<file path="config.mk">
export PLATFORM = sky130hd
export DESIGN_NAME = pipe_stage_buf_flat
export DESIGN_NICKNAME = d
export VERILOG_FILES = /design/src/rtl/pipe_stage_buf_if.sv /design/src/rtl/pipe_stage_buf.sv /design/src/flat_wrapper.sv
export SDC_FILE = /design/constraint.sdc
export NUM_CORES = 1
export LEC_CHECK = 0
export BUFFER_PORTS_ARGS = -buffer_cell sky130_fd_sc_hd__buf_2
export CORE_MARGIN = 2
export CORE_UTILIZATION = 30
export CTS_CLUSTER_SIZE = 40
export DETAILED_ROUTE_END_ITERATION = 6
export PLACE_DENSITY = 0.5
export SLEW_MARGIN = 40
export SYNTH_ARGS = -nofsm -noshare
export SYNTH_HDL_FRONTEND = slang
export SYNTH_SLANG_ARGS = --single-unit
</file>
<file path="constraint.sdc">
create_clock -name clk_i -period 2.8 [get_ports clk_i]
set_input_delay 0.28 -clock clk_i [delete_from_list [all_inputs] [get_ports clk_i]]
set_output_delay 0.28 -clock clk_i [all_outputs]
set_load 0.005 [all_outputs]
</file>
<file path="src/rtl/pipe_stage_buf_if.sv">
// rtl/pipe_stage_buf_if.sv - handshake and data bundle between pipe_stage_buf and its neighbours
//
// Purpose : groups the upstream handshake, downstream handshake, flush control and
//           status outputs of one pipe_stage_buf instance.
// Signals :
//   flush_i     discard all stored entries this cycle
//   in_valid_i  upstream bundle valid          in_ready_o  stage can accept
//   in_stat_i   upstream stat (4b)             in_icode_i  upstream icode (4b)
//   in_val_i    NVAL value words               in_dst_i    NDST register IDs
//   out_valid_o head entry valid               out_ready_i downstream consumes head
//   out_stat_o  head stat                      out_icode_o head icode
//   out_val_o   head value words               out_dst_o   head register IDs
//   count_o     occupied entries               halted_o    exception halt latched
// Modports: slave = the stage itself, master = the surrounding pipeline / testbench.

interface pipe_stage_buf_if #(
   parameter int WORD_W = 64,
   parameter int NVAL   = 2,
   parameter int NDST   = 2
) ();
   logic                     flush_i;
   logic                     in_valid_i;
   logic                     in_ready_o;
   logic [3:0]               in_stat_i;
   logic [3:0]               in_icode_i;
   logic [NVAL*WORD_W-1:0]   in_val_i;
   logic [NDST*4-1:0]        in_dst_i;
   logic                     out_valid_o;
   logic                     out_ready_i;
   logic [3:0]               out_stat_o;
   logic [3:0]               out_icode_o;
   logic [NVAL*WORD_W-1:0]   out_val_o;
   logic [NDST*4-1:0]        out_dst_o;
   logic [1:0]               count_o;
   logic                     halted_o;

   modport slave (
      input  flush_i, in_valid_i, in_stat_i, in_icode_i, in_val_i, in_dst_i, out_ready_i,
      output in_ready_o, out_valid_o, out_stat_o, out_icode_o, out_val_o, out_dst_o,
             count_o, halted_o
   );

   modport master (
      output flush_i, in_valid_i, in_stat_i, in_icode_i, in_val_i, in_dst_i, out_ready_i,
      input  in_ready_o, out_valid_o, out_stat_o, out_icode_o, out_val_o, out_dst_o,
             count_o, halted_o
   );
endinterface

</file>
<file path="src/rtl/pipe_stage_buf.sv">
// rtl/pipe_stage_buf.sv - valid/ready Y86 pipeline stage register with optional skid entry
//
// Purpose : holds one generic stage bundle (stat, icode, NVAL value words, NDST register
//           IDs) between two pipeline stages. DEPTH=1 behaves as a classic pipeline
//           register, DEPTH=2 adds a skid entry so in_ready_o does not depend on
//           out_ready_i. Supports flush-to-bubble and a sticky exception halt.
// Ports   :
//   clk_i   rising-edge clock
//   rstn_i  asynchronous active-low reset
//   bus     pipe_stage_buf_if.slave (handshakes, data, flush, count, halt status)

module pipe_stage_buf #(
   parameter int         WORD_W    = 64,
   parameter int         NVAL      = 2,
   parameter int         NDST      = 2,
   parameter int         DEPTH     = 2,
   parameter logic [3:0] BUB_STAT  = 4'h1,
   parameter logic [3:0] BUB_ICODE = 4'h1,
   parameter logic [3:0] BUB_DST   = 4'hF
) (
   input logic             clk_i,
   input logic             rstn_i,
   pipe_stage_buf_if.slave bus
);
   localparam int         VW       = NVAL * WORD_W;
   localparam int         DW       = NDST * 4;
   localparam logic [3:0] STAT_AOK = 4'h1;

   generate
      if (DEPTH != 1 && DEPTH != 2) begin : g_bad_depth
         $error("pipe_stage_buf: DEPTH must be 1 or 2");
      end
   endgenerate

   // Entry 0 is the head presented downstream; entry 1 is the skid (DEPTH=2 only).
   logic [3:0]    r_stat  [2];
   logic [3:0]    r_icode [2];
   logic [VW-1:0] r_val   [2];
   logic [DW-1:0] r_dst   [2];
   logic [1:0]    r_count;
   logic          r_halted;

   logic          w_out_valid;
   logic          w_in_ready;
   logic          w_consume;
   logic          w_accept;
   logic          w_shift;
   logic          w_wr_idx;
   logic [1:0]    w_count_nxt;

   assign w_out_valid = (r_count != 2'd0);

   generate
      if (DEPTH == 1) begin : g_ready_d1
         // Single entry: a consume on this edge frees the slot for the incoming bundle.
         assign w_in_ready = ~r_halted & (~w_out_valid | bus.out_ready_i);
      end else begin : g_ready_d2
         // Skid buffer: ready depends only on stored state, breaking the ready chain.
         assign w_in_ready = ~r_halted & (r_count != 2'd2);
      end
   endgenerate

   assign w_consume   = w_out_valid & bus.out_ready_i;
   assign w_accept    = bus.in_valid_i & w_in_ready & ~bus.flush_i;
   assign w_shift     = w_consume & (r_count == 2'd2);
   assign w_count_nxt = r_count + {1'b0, w_accept} - {1'b0, w_consume};

   // New data lands in the first slot that is free after this edge's consume,
   // i.e. index (count - consume).
   assign w_wr_idx = (r_count == 2'd2) | ((r_count == 2'd1) & ~w_consume);

   always_ff @(posedge clk_i or negedge rstn_i) begin
      if (!rstn_i) begin
         r_count  <= 2'd0;
         r_halted <= 1'b0;
         for (int k = 0; k < 2; k++) begin
            r_stat[k]  <= BUB_STAT;
            r_icode[k] <= BUB_ICODE;
            r_val[k]   <= '0;
            r_dst[k]   <= {NDST{BUB_DST}};
         end
      end else begin
         if (bus.flush_i) begin
            // A same-edge consume has already been seen downstream; only storage is dropped.
            r_count  <= 2'd0;
            r_halted <= 1'b0;
         end else begin
            r_count <= w_count_nxt;
            if (w_consume && (r_stat[0] != STAT_AOK)) begin
               r_halted <= 1'b1;
            end
         end

         if (w_shift) begin
            r_stat[0]  <= r_stat[1];
            r_icode[0] <= r_icode[1];
            r_val[0]   <= r_val[1];
            r_dst[0]   <= r_dst[1];
         end

         if (w_accept) begin
            r_stat[w_wr_idx]  <= bus.in_stat_i;
            r_icode[w_wr_idx] <= bus.in_icode_i;
            r_val[w_wr_idx]   <= bus.in_val_i;
            r_dst[w_wr_idx]   <= bus.in_dst_i;
         end
      end
   end

   // Empty stage presents a bubble rather than whatever stale data sits in entry 0.
   assign bus.in_ready_o  = w_in_ready;
   assign bus.out_valid_o = w_out_valid;
   assign bus.out_stat_o  = w_out_valid ? r_stat[0]  : BUB_STAT;
   assign bus.out_icode_o = w_out_valid ? r_icode[0] : BUB_ICODE;
   assign bus.out_val_o   = w_out_valid ? r_val[0]   : '0;
   assign bus.out_dst_o   = w_out_valid ? r_dst[0]   : {NDST{BUB_DST}};
   assign bus.count_o     = r_count;
   assign bus.halted_o    = r_halted;
endmodule
</file>
<file path="src/flat_wrapper.sv">
// flat-port wrapper written by rule: the top's interface ports become plain ports
module pipe_stage_buf_flat 
#(
   parameter int         WORD_W    = 64,
   parameter int         NVAL      = 2,
   parameter int         NDST      = 2,
   parameter int         DEPTH     = 2,
   parameter logic [3:0] BUB_STAT  = 4'h1,
   parameter logic [3:0] BUB_ICODE = 4'h1,
   parameter logic [3:0] BUB_DST   = 4'hF
)
  (clk_i, rstn_i, bus_flush_i, bus_in_valid_i, bus_in_stat_i, bus_in_icode_i, bus_in_val_i, bus_in_dst_i, bus_out_ready_i, bus_in_ready_o, bus_out_valid_o, bus_out_stat_o, bus_out_icode_o, bus_out_val_o, bus_out_dst_o, bus_count_o, bus_halted_o);
  pipe_stage_buf_if #(.WORD_W(WORD_W), .NVAL(NVAL), .NDST(NDST)) bus_i ();
  input logic clk_i;
  input logic rstn_i;
  input wire logic [$bits(bus_i.flush_i)-1:0] bus_flush_i;
  input wire logic [$bits(bus_i.in_valid_i)-1:0] bus_in_valid_i;
  input wire logic [$bits(bus_i.in_stat_i)-1:0] bus_in_stat_i;
  input wire logic [$bits(bus_i.in_icode_i)-1:0] bus_in_icode_i;
  input wire logic [$bits(bus_i.in_val_i)-1:0] bus_in_val_i;
  input wire logic [$bits(bus_i.in_dst_i)-1:0] bus_in_dst_i;
  input wire logic [$bits(bus_i.out_ready_i)-1:0] bus_out_ready_i;
  output wire logic [$bits(bus_i.in_ready_o)-1:0] bus_in_ready_o;
  output wire logic [$bits(bus_i.out_valid_o)-1:0] bus_out_valid_o;
  output wire logic [$bits(bus_i.out_stat_o)-1:0] bus_out_stat_o;
  output wire logic [$bits(bus_i.out_icode_o)-1:0] bus_out_icode_o;
  output wire logic [$bits(bus_i.out_val_o)-1:0] bus_out_val_o;
  output wire logic [$bits(bus_i.out_dst_o)-1:0] bus_out_dst_o;
  output wire logic [$bits(bus_i.count_o)-1:0] bus_count_o;
  output wire logic [$bits(bus_i.halted_o)-1:0] bus_halted_o;
  assign bus_i.flush_i = bus_flush_i;
  assign bus_i.in_valid_i = bus_in_valid_i;
  assign bus_i.in_stat_i = bus_in_stat_i;
  assign bus_i.in_icode_i = bus_in_icode_i;
  assign bus_i.in_val_i = bus_in_val_i;
  assign bus_i.in_dst_i = bus_in_dst_i;
  assign bus_i.out_ready_i = bus_out_ready_i;
  assign bus_in_ready_o = bus_i.in_ready_o;
  assign bus_out_valid_o = bus_i.out_valid_o;
  assign bus_out_stat_o = bus_i.out_stat_o;
  assign bus_out_icode_o = bus_i.out_icode_o;
  assign bus_out_val_o = bus_i.out_val_o;
  assign bus_out_dst_o = bus_i.out_dst_o;
  assign bus_count_o = bus_i.count_o;
  assign bus_halted_o = bus_i.halted_o;
  pipe_stage_buf #(.WORD_W(WORD_W), .NVAL(NVAL), .NDST(NDST), .DEPTH(DEPTH), .BUB_STAT(BUB_STAT), .BUB_ICODE(BUB_ICODE), .BUB_DST(BUB_DST)) u_core (.clk_i(clk_i), .rstn_i(rstn_i), .bus(bus_i));
endmodule
</file>
==> metrics.txt, run 1 <==
status=finished clean; number of gates resized after cts=0; endpoints failing setup=0; Max-slew headroom=55.8%; CP endpoint kind=primary output; Post-synth EDFFs=0; 1st-iter DRT viols=272; GRT overflow=0; clock root cell=clkbuf_16; Fin Clk Skew=0.0124 ns; Compound-Gate Fraction of Synth Area=0.0457%; initial antenna violation count=1; worst-path maximum fanout=73; Worst setup SP type=flip-flop; hold_buf cts=146; Seq/Total Area, Yosys=53.4%; Syn. warnings=0; power density over the cells=1030 nW/µm²; WL/cell=16.8 µm; router iterations before antenna repair=4; # placed instances=1805; worst path required time=2.52 ns; TritonCTS buffer count=36; met2 GRT Util=24.5%; Setup CP Type=flip-flop to primary output; Residual DRC=0; vias in the first global route=9612; Mapped Cells=952; XOR/XNOR share of the synthesized area=0.128%; drt via density=4.41; DRT Wirelength=33.9 mm; number of cells on the worst reg-to-reg path=4; f_max=413 MHz; Syn Std Cell Area=13700 µm²; CP Cell Sequence=or2_4 > buf_12 > and2_1 > buf_2; WP data arrival=2.14 ns; die height=218 µm; Final HPWL DP=21.4 mm; Final Max Slew Viols=0; initial core utilization=30.3%; most instantiated library cell after synthesis=mux2_2; largest family of logic cells by synthesized area=multiplexers; top-area cell type share of the netlist area=49.5%; Final Hold Fails=0; Die Wd=218 µm; worst vdd ir=0.453 mV; static leakage=8.81 nW; Storage cell area=7310 µm²; mux share of post-synthesis cell area=36.1%; number of clock sinks=291; GR Util met1=18.1%; area of the multi-input gates=6000 µm²; Yosys cell types=23; async set or reset register ratio after synthesis=100%; row count=78; global route hottest layer=met2; Synth Flop Type=dfrtp_1; Area Overhead vs Synth=34.9%; htree depth=2; clk_lat worst skew=0.53 ns; layout net count=1540; post-synthesis simple-gate area fraction=7.29%; fill count=4296; largest net degree at the start of global routing=79; CP Launch Point=u_core.bus.count_o[0]$_DFF_PN0_; CTS tree=done; minimum clock period=2.42 ns; layout cell share with drive strength beyond 1=58.3%; Least-Margin Pin Slew=0.663 ns; Total GRT Usage=14.4%; Die ar.=47300 µm²; met3 usage=3.12%; Worst Hold Class=input port to flip-flop; R2R setup slack=0.71 ns; fin cells=2015; Post-CTS Setup Bufs=0; # IOs=298; register bit total from synthesis=291; critical path's largest stage delay=0.47 ns; CTS max path bufs=3; crit path max-delay cell type=dfrtp_1; hold path depth=3; clock-pin slew on the worst setup and hold paths=0.06 ns; CORE AREA=45200 µm²; Critical R2R Launch=u_core.bus.count_o[0]$_DFF_PN0_; setup_tns=0 ns; Synth Area per Inst=14.4 µm²; gpl congestion=0.714; RSZ-0062 raised after global routing=no; Adder-Cell Fraction of Synth Area=0.183%; Post-synth top cells=412 x mux2_2, 271 x dfrtp_1, 135 x and2_1, 32 x buf_2; Worst Hold Launch=bus_out_ready_i; worst slack, placed=0.727 ns; max-cap viol count=0; largest area contributor in the netlist=dfrtp_1; Synth area leaders=dfrtp_1 50%, mux2_2 34%, and2_1 6.2%; Hold EP=u_core.bus.halted_o$_DFFE_PN0P_; Critical R2R Capture=u_core.r_val[152]$_DFF_PN0_; post-synth net total=1103; Worst Slack Setup Final=0.379 ns; Via Count=8881; Post-DRT Antenna Nets=0; Port Buf Inserts=297; Final Cycle Share=86.5%; global-route wire length before repair=53.9 mm
critical path, delay by kind of cell (launching register included):
kind / cells / cell delay (ns)
buf+inv: 2 / 0.48
flops: 1 / 0.47
simple gates: 2 / 0.62
layout by cell type, fill, tap and decap left out, types with 10 or more instances in the layout:
master	Yosys	layout
buf_2	32	296
mux2_2	412	412
nand2b_1	10	10
and2_1	135	135
buf_12	0	12
clkbuf_16	0	37
dfrtp_1	271	271
mux2_4	20	20
dfstp_2	20	20
clkbuf_1	16	10
dlygate4sd3_1	0	146
metal layers:
| layer | vias up | wire length (µm) | share of wire (%) |
|---|---|---|---|
| met5 | - | 0 | 0 |
| met4 | 0 | 774 | 2.3 |
| met3 | 44 | 1610 | 4.7 |
| met2 | 167 | 16700 | 49 |
| met1 | 4471 | 14800 | 44 |
| li1 | 4199 | - | - |
report_power, final:
group | internal [W] | switching, W | leakage, nW
sequential | 0.00640 | 0.000924 | 3.56
clock | 0.00275 | 0.00178 | 0.570
combinational | 0.00435 | 0.00275 | 4.68
total | 0.0135 | 0.00546 | 8.81
stage by stage:
stage                     instance area (µm²)  total power [W]  hold WS [ns]  utilization, %
final                                   18500           0.0190        0.0724            40.9
after global routing                    18500           0.0203        0.0821            40.9
after CTS                               18500           0.0194        0.0304            40.9
after detailed placement                15900           0.0145         0.340            35.1
after global placement                  15900           0.0143         0.335            35.1
after floorplan                         13700           0.0120       -0.0156               -
area by class of cell:
cell class / count / area share, %
tap: 600 / 4.07
timing repair buffer: 462 / 17.6
clock inverter: 7 / 0.325
multi-input combinational: 596 / 32.5
sequential: 291 / 39.6
antenna: 1 / 0.0136
clock buffer: 56 / 5.89
inverter: 2 / 0.0407
cells by family after synthesis:
group,Yosys count
flops,291
xor+xnor,2
simple gates,159
mux,432
fa+ha+maj,2
buf+inv,65
compound gates,1
worst max-delay path by stage:
stage | end | slack (ns) | cells after the start
finish | bus_out_icode_o[3] | 0.38 | 4
global route | bus_out_icode_o[3] | 0.21 | 4
CTS | bus_out_icode_o[3] | 0.27 | 4
detailed placement | u_core.r_val[156]$_DFF_PN0_ | 0.73 | 4
global placement | u_core.r_val[143]$_DFF_PN0_ | 0.73 | 4
floorplan | u_core.bus.count_o[0]$_DFF_PN0_ | 0.77 | 8
Power figures use the tool's default switching activity.
==> run 2: changes to the inputs <==
--- a/config.mk
+++ b/config.mk
@@ -10,7 +10,7 @@
 export CORE_UTILIZATION = 30
 export CTS_CLUSTER_SIZE = 40
 export DETAILED_ROUTE_END_ITERATION = 6
-export PLACE_DENSITY = 0.5
+export PLACE_DENSITY = 0.52
 export SLEW_MARGIN = 40
 export SYNTH_ARGS = -nofsm -noshare
 export SYNTH_HDL_FRONTEND = slang
==> constraint.sdc (replaced) <==
create_clock -name clk_i -period 2.15 [get_ports clk_i]
set_input_delay 0.215 -clock clk_i [delete_from_list [all_inputs] [get_ports clk_i]]
set_output_delay 0.215 -clock clk_i [all_outputs]
set_load 0.05 [all_outputs]
==> run 2 against run 1 <==
The run now ends with setup timing left. Critical endpoint is now bus_out_val_o[66]. Routed wire length increased by 7.0%. Cell area up 8.5%. Worst hold slack gained 0.18 ns. Clock power increased by 29%. Critical path depth is the same. Highest routed layer is now met5. Critical path type unchanged. Utilization increased by 3.5 points.
==> metrics.txt, run 2 (synthesis results as in run 1) <==
failing checks=setup timing; CTS max path bufs=3 (unchanged); CTS tree=done; die height=218 µm (unchanged); commonest non-fill, non-tap cell in the layout=mux2_2; Worst Slack Setup Final=-0.00142 ns (-0.381 ns); number of cells on the worst reg-to-reg path=6 (+2); vias in the first global route=10.0k (+4.4%); Fin Clk Skew=0.0126 ns (+0.000209 ns); Top Layer Used=met5; GRT overflow=0 (unchanged); CORE AREA=45200 µm² (unchanged); worst-path maximum fanout=44 (-40%); WL/cell=17.7 µm (+5.0%); largest net degree at the start of global routing=67 (-15%); WP data arrival=1.94 ns (-0.20 ns); Worst Hold Class=input port to asynchronous set/reset pin; Total GRT Usage=15.3% (+0.88 points); global-route wire length before repair=56.6 mm (+5.0%); worst slack, placed=0.206 ns (-0.521 ns); Max-slew headroom=59.7% (+3.9 points); Area Overhead vs Synth=46.4%; Post-DRT Antenna Nets=0 (unchanged); status=finished with violations; placed cell area=16300 µm² (+2.6%); initial core utilization=30.3% (unchanged); Residual DRC=0 (unchanged); Final Hold Fails=0 (unchanged); Final HPWL DP=22.9 mm (+7.2%); CP endpoint kind=primary output; R2R setup slack=0.09 ns (-0.62 ns); Critical R2R Launch=u_core.bus.count_o[1]$_DFF_PN0_; # IOs=298 (unchanged); endpoints failing setup=2 (+2); clk_lat worst skew=0.53 ns (about the same); number of clock sinks=291 (unchanged); Total Power=0.0322 W (+70%); # placed instances=1837 (+1.8%); TritonCTS buffer count=35 (-2.8%); clock-pin slew on the worst setup and hold paths=0.06 ns (about the same); DRT Wirelength=36.3 mm (+7.0%); layout net count=1578 (+2.5%); clock root cell=clkbuf_16; Port Buf Inserts=297 (unchanged); fin cells=2053 (+1.9%); f_max=465 MHz; htree depth=2 (unchanged); WL met3=1.92 mm (+19%); max-cap viol count=0 (unchanged); 1st-iter DRT viols=220 (-19%); Worst setup SP type=flip-flop; minimum clock period=2.15 ns; Final Cycle Share=100%; static leakage=9.34 nW (+6.0%); drt via density=4.47 (+1.5%); gpl congestion=0.736 (+3.0%); row count=78 (unchanged); RSZ-0062 raised after global routing=yes; router iterations before antenna repair=5 (+1); Die Wd=218 µm (unchanged); fin area=20000 µm² (+8.5%); layout cell share with drive strength beyond 1=64.4% (+6.0 points); Least-Margin Pin Slew=0.604 ns (-0.0586 ns); initial antenna violation count=3 (+2); worst vdd ir=1.04 mV (+130%); most frequent cells in the layout=412 x mux2_2, 269 x dfrtp_1, 159 x buf_2; Via Count=9185 (+3.4%); Setup CP Type=flip-flop to primary output; met2 wire length=18.1 mm (+8.3%); power density over the cells=1610 nW/µm² (+57%); worst path required time=1.93 ns (-0.59 ns); Final Max Slew Viols=0 (unchanged); Die ar.=47300 µm² (unchanged); Critical R2R Capture=u_core.r_val[163]$_DFF_PN0_; Metal-1 WL=15.4 mm (+3.5%)
run 2: cell types whose count changed in the layout (fill, tap and decap cells not counted), moves of 13 or more:
cell | previous run | this run
buf_2 | 296 | 159
buf_6 | 0 | 134
and2_1 | 135 | 65
and2_4 | 0 | 70
buf_4 | 7 | 30
buf_12 | 12 | 25
run 2: cell type report:
type                    count  area [µm²]
multi-input cells         596        6180
fillers                  4152       25200
diodes                      2        5.00
repair buffers            501        4650
inverters                   2        7.51
clock buffers              54        1070
flip-flops and latches    291        7310
clock inverters             7        60.1
well taps                 600         751
run 2: routing by layer:
| layer | vias up | track usage (%) |
|---|---|---|
| li1 | 4265 | - |
| met1 | 4657 | 18.9 |
| met2 | 202 | 26.0 |
| met3 | 57 | 3.71 |
| met4 | 4 | 5.32 |
| met5 | - | 0 |
run 2: through the flow:
step	utilization (%)	TNS, ns	hold WS, ns
floorplan	-	0	-0.0806
global placement	36.0	0	0.240
detailed placement	36.0	0	0.242
CTS	43.6	-2.15	0.239
global route	44.3	-2.95	0.276
finish	44.3	-0.00225	0.251
run 2: worst max-delay path by stage:
stage	startpoint	end	slack, ns
finish	u_core.bus.count_o[0]$_DFF_PN0_	bus_out_val_o[66]	-0.001
global route	u_core.bus.count_o[0]$_DFF_PN0_	bus_out_val_o[20]	-0.07
CTS	u_core.bus.count_o[1]$_DFF_PN0_	bus_out_val_o[28]	-0.09
detailed placement	u_core.bus.count_o[1]$_DFF_PN0_	u_core.r_val[199]$_DFF_PN0_	0.21
global placement	u_core.bus.count_o[1]$_DFF_PN0_	u_core.r_val[216]$_DFF_PN0_	0.21
floorplan	u_core.bus.count_o[0]$_DFF_PN0_	u_core.bus.count_o[0]$_DFF_PN0_	0.008
run 2: worst max-delay path: stages, from the launching register on:
cell,delay [ns]
dfrtp_2,0.41
or2_4,0.38
buf_16,0.24
and2_1,0.21
buf_6,0.16
run 2: where the power goes:
part	total [W]	switching, W	internal, W	leakage (nW)
combinational	0.0167	0.00868	0.00806	5.22
sequential	0.00960	0.00126	0.00834	3.56
clock	0.00584	0.00231	0.00353	0.562
total	0.0322	0.0123	0.0199	9.34
run 2: what timing repair did:
action | 4_1_cts | 5_1_grt
pin swaps | 1 | 38
endpoints found under the setup margin | 125 | 128
hold endpoints to repair | 340 | 0
hold buffers | 147 | 0
cloned | 3 | 1
gates resized for setup | 237 | 115
buffers inserted | 3 | 0
==> run 3: changes to the inputs <==
==> constraint.sdc (replaced) <==
create_clock -name clk_i -period 1.8 [get_ports clk_i]
set_input_delay 0.18 -clock clk_i [delete_from_list [all_inputs] [get_ports clk_i]]
set_output_delay 0.18 -clock clk_i [all_outputs]
set_load 0.05 [all_outputs]
==> run 3 against run 2 <==
The flow still finishes with violations (setup timing). Clock power up 26%. Worst setup slack got worse by 0.41 ns. Cell area increased by 9.4%. Sequential share of layout area is 3.1 points lower. Largest power group unchanged.
==> metrics.txt, run 3 (synthesis results as in run 1) <==
status=finished with violations; failing checks=setup timing; power density over the cells=1930 nW/µm² (+20%); CTS max path bufs=3 (unchanged); Worst Slack Setup Final=-0.413 ns (-0.412 ns); max-cap viol count=0 (unchanged); Final Max Slew Viols=0 (unchanged); Via Count=9516 (+3.6%); Port Buf Inserts=297 (unchanged); die height=218 µm (unchanged); Core Util, Final=48.5% (+4.1 points); layout cell share with drive strength beyond 1=68.0% (+3.6 points); CTS tree=done; initial core utilization=30.3% (unchanged); # placed instances=1850 (+0.71%); Least-Margin Pin Slew=0.444 ns (-0.160 ns); Die Wd=218 µm (unchanged); Final Cycle Share=123%; layout net count=1646 (+4.3%); WP data arrival=2.03 ns (+0.09 ns); Fin Clk Skew=0.00895 ns (-0.00370 ns); CP endpoint kind=primary output; fill count=3956 (-4.7%); area of the multi-input gates=6730 µm² (+9.0%); most frequent cells in the layout=290 x mux2_2, 268 x dfrtp_1, 196 x buf_2; vias in the first global route=10.1k (+1.0%); TritonCTS buffer count=36 (+2.9%); CORE AREA=45200 µm² (unchanged); worst vdd ir=1.03 mV (-0.59%); drt via density=4.48 (+0.23%); router iterations before antenna repair=4 (-1); global-route wire length before repair=57.6 mm (+1.7%); Final Hold Fails=0 (unchanged); crit path max-delay cell type=dfrtp_2; static leakage=10.7 nW (+14%); critical path's largest stage delay=0.41 ns (about the same); clock root cell=clkbuf_16; clk_lat worst skew=0.53 ns (about the same); Storage cell area=7310 µm² (about the same); endpoints failing setup=433 (+431); DRT Wirelength=40.9 mm (+13%); Die ar.=47300 µm² (unchanged); CP Cell Sequence=buf_6 > or2_4 > buf_12 > buf_16 > and2_4 > buf_8; WL/cell=19.3 µm (+9.0%); initial antenna violation count=0 (-3); largest net degree at the start of global routing=76 (+13%); Total GRT Usage=15.5% (+0.23 points); minimum clock period=2.21 ns; f_max=452 MHz; number of clock sinks=291 (unchanged); Setup CP Type=flip-flop to primary output; worst path required time=1.62 ns (-0.31 ns); clock-pin slew on the worst setup and hold paths=0.06 ns (about the same); Post-DRT Antenna Nets=0 (unchanged); htree depth=2 (unchanged); Worst setup SP type=flip-flop; Worst Hold Class=input port to asynchronous set/reset pin; commonest non-fill, non-tap cell in the layout=mux2_2; 1st-iter DRT viols=351 (+60%); Area Overhead vs Synth=60.0%; Residual DRC=0 (unchanged); fin cells=2122 (+3.4%); GRT overflow=0 (unchanged); worst-path maximum fanout=6 (-86%); Max-slew headroom=70.4% (+11 points); Final HPWL DP=23.3 mm (+1.6%); # IOs=298 (unchanged); RSZ-0062 raised after global routing=yes; gpl congestion=0.733 (-0.34%); row count=78 (unchanged)
run 3: through the flow:
stage          area (µm²)  TNS (ns)  setup slack [ns]  hold WS (ns)  total power, W
6_report            21900    -98.93            -0.413        0.0992          0.0422
5_1_grt             21900   -125.22            -0.486        0.0796          0.0445
4_1_cts             20200    -88.56            -0.484        0.0698          0.0389
3_5_place_dp        16600     -2.22           -0.0546        0.0635          0.0288
3_3_place_gp        16600     -5.48           -0.0819        0.0653          0.0285
2_1_floorplan       14000     -3.12            -0.155        -0.116          0.0247
run 3: what timing repair did:
action	CTS	global route
endpoints found under the hold margin	461	0
setup endpoints to repair	287	368
gates cloned	10	28
pin swaps	4	38
gates resized for setup	172	321
hold buffers	147	0
setup buffers	6	20
run 3: per-layer routing:
metal  global-route usage [%]  vias up  routed length (µm)
met2                     26.6      181               20400
li1                         -     4440                   -
met1                     19.6     4841               17900
met4                     4.22        0                 699
met3                     3.57       54                1920
met5                        0        -                   0
run 3: path summary, 6_finish.rpt:
check                                                     start                         endpoint  slack, ns  cells after the start
worst min-delay path                                     rstn_i       asynchronous set/reset pin        0.1                      2
worst min register to register                        flip-flop                        flip-flop       0.50                      1
worst max register to register  u_core.bus.count_o[1]$_DFF_PN0_      u_core.r_val[142]$_DFF_PN0_      -0.33                      9
min in group clk_i                                  bus_flush_i  u_core.bus.count_o[1]$_DFF_PN0_       0.32                      6
max in group asynchronous                                rstn_i      u_core.r_val[161]$_DFF_PN0_       0.94                      4
worst max-delay path            u_core.bus.count_o[1]$_DFF_PN0_               bus_out_val_o[109]      -0.41                      6
run 3: layout make-up:
class | instances | area share [%]
clock inverters | 12 | 0.514
clock buffers | 52 | 4.99
repair buffers | 567 | 26.9
flip-flops and latches | 291 | 33.4
well taps | 600 | 3.43
inverters | 2 | 0.0343
diodes | 1 | 0.0114
multi-input cells | 597 | 30.7
run 3: critical path: cells and delay by family (launching register included):
family	cells	cell delay, ns
flops	1	0.41
simple gates	2	0.50
buf+inv	4	0.57
run 3: power by group:
group | total (W) | internal (W) | switching (W)
Clock | 0.00735 | 0.00449 | 0.00286
Sequential | 0.0115 | 0.00996 | 0.00152
Combinational | 0.0234 | 0.0120 | 0.0114
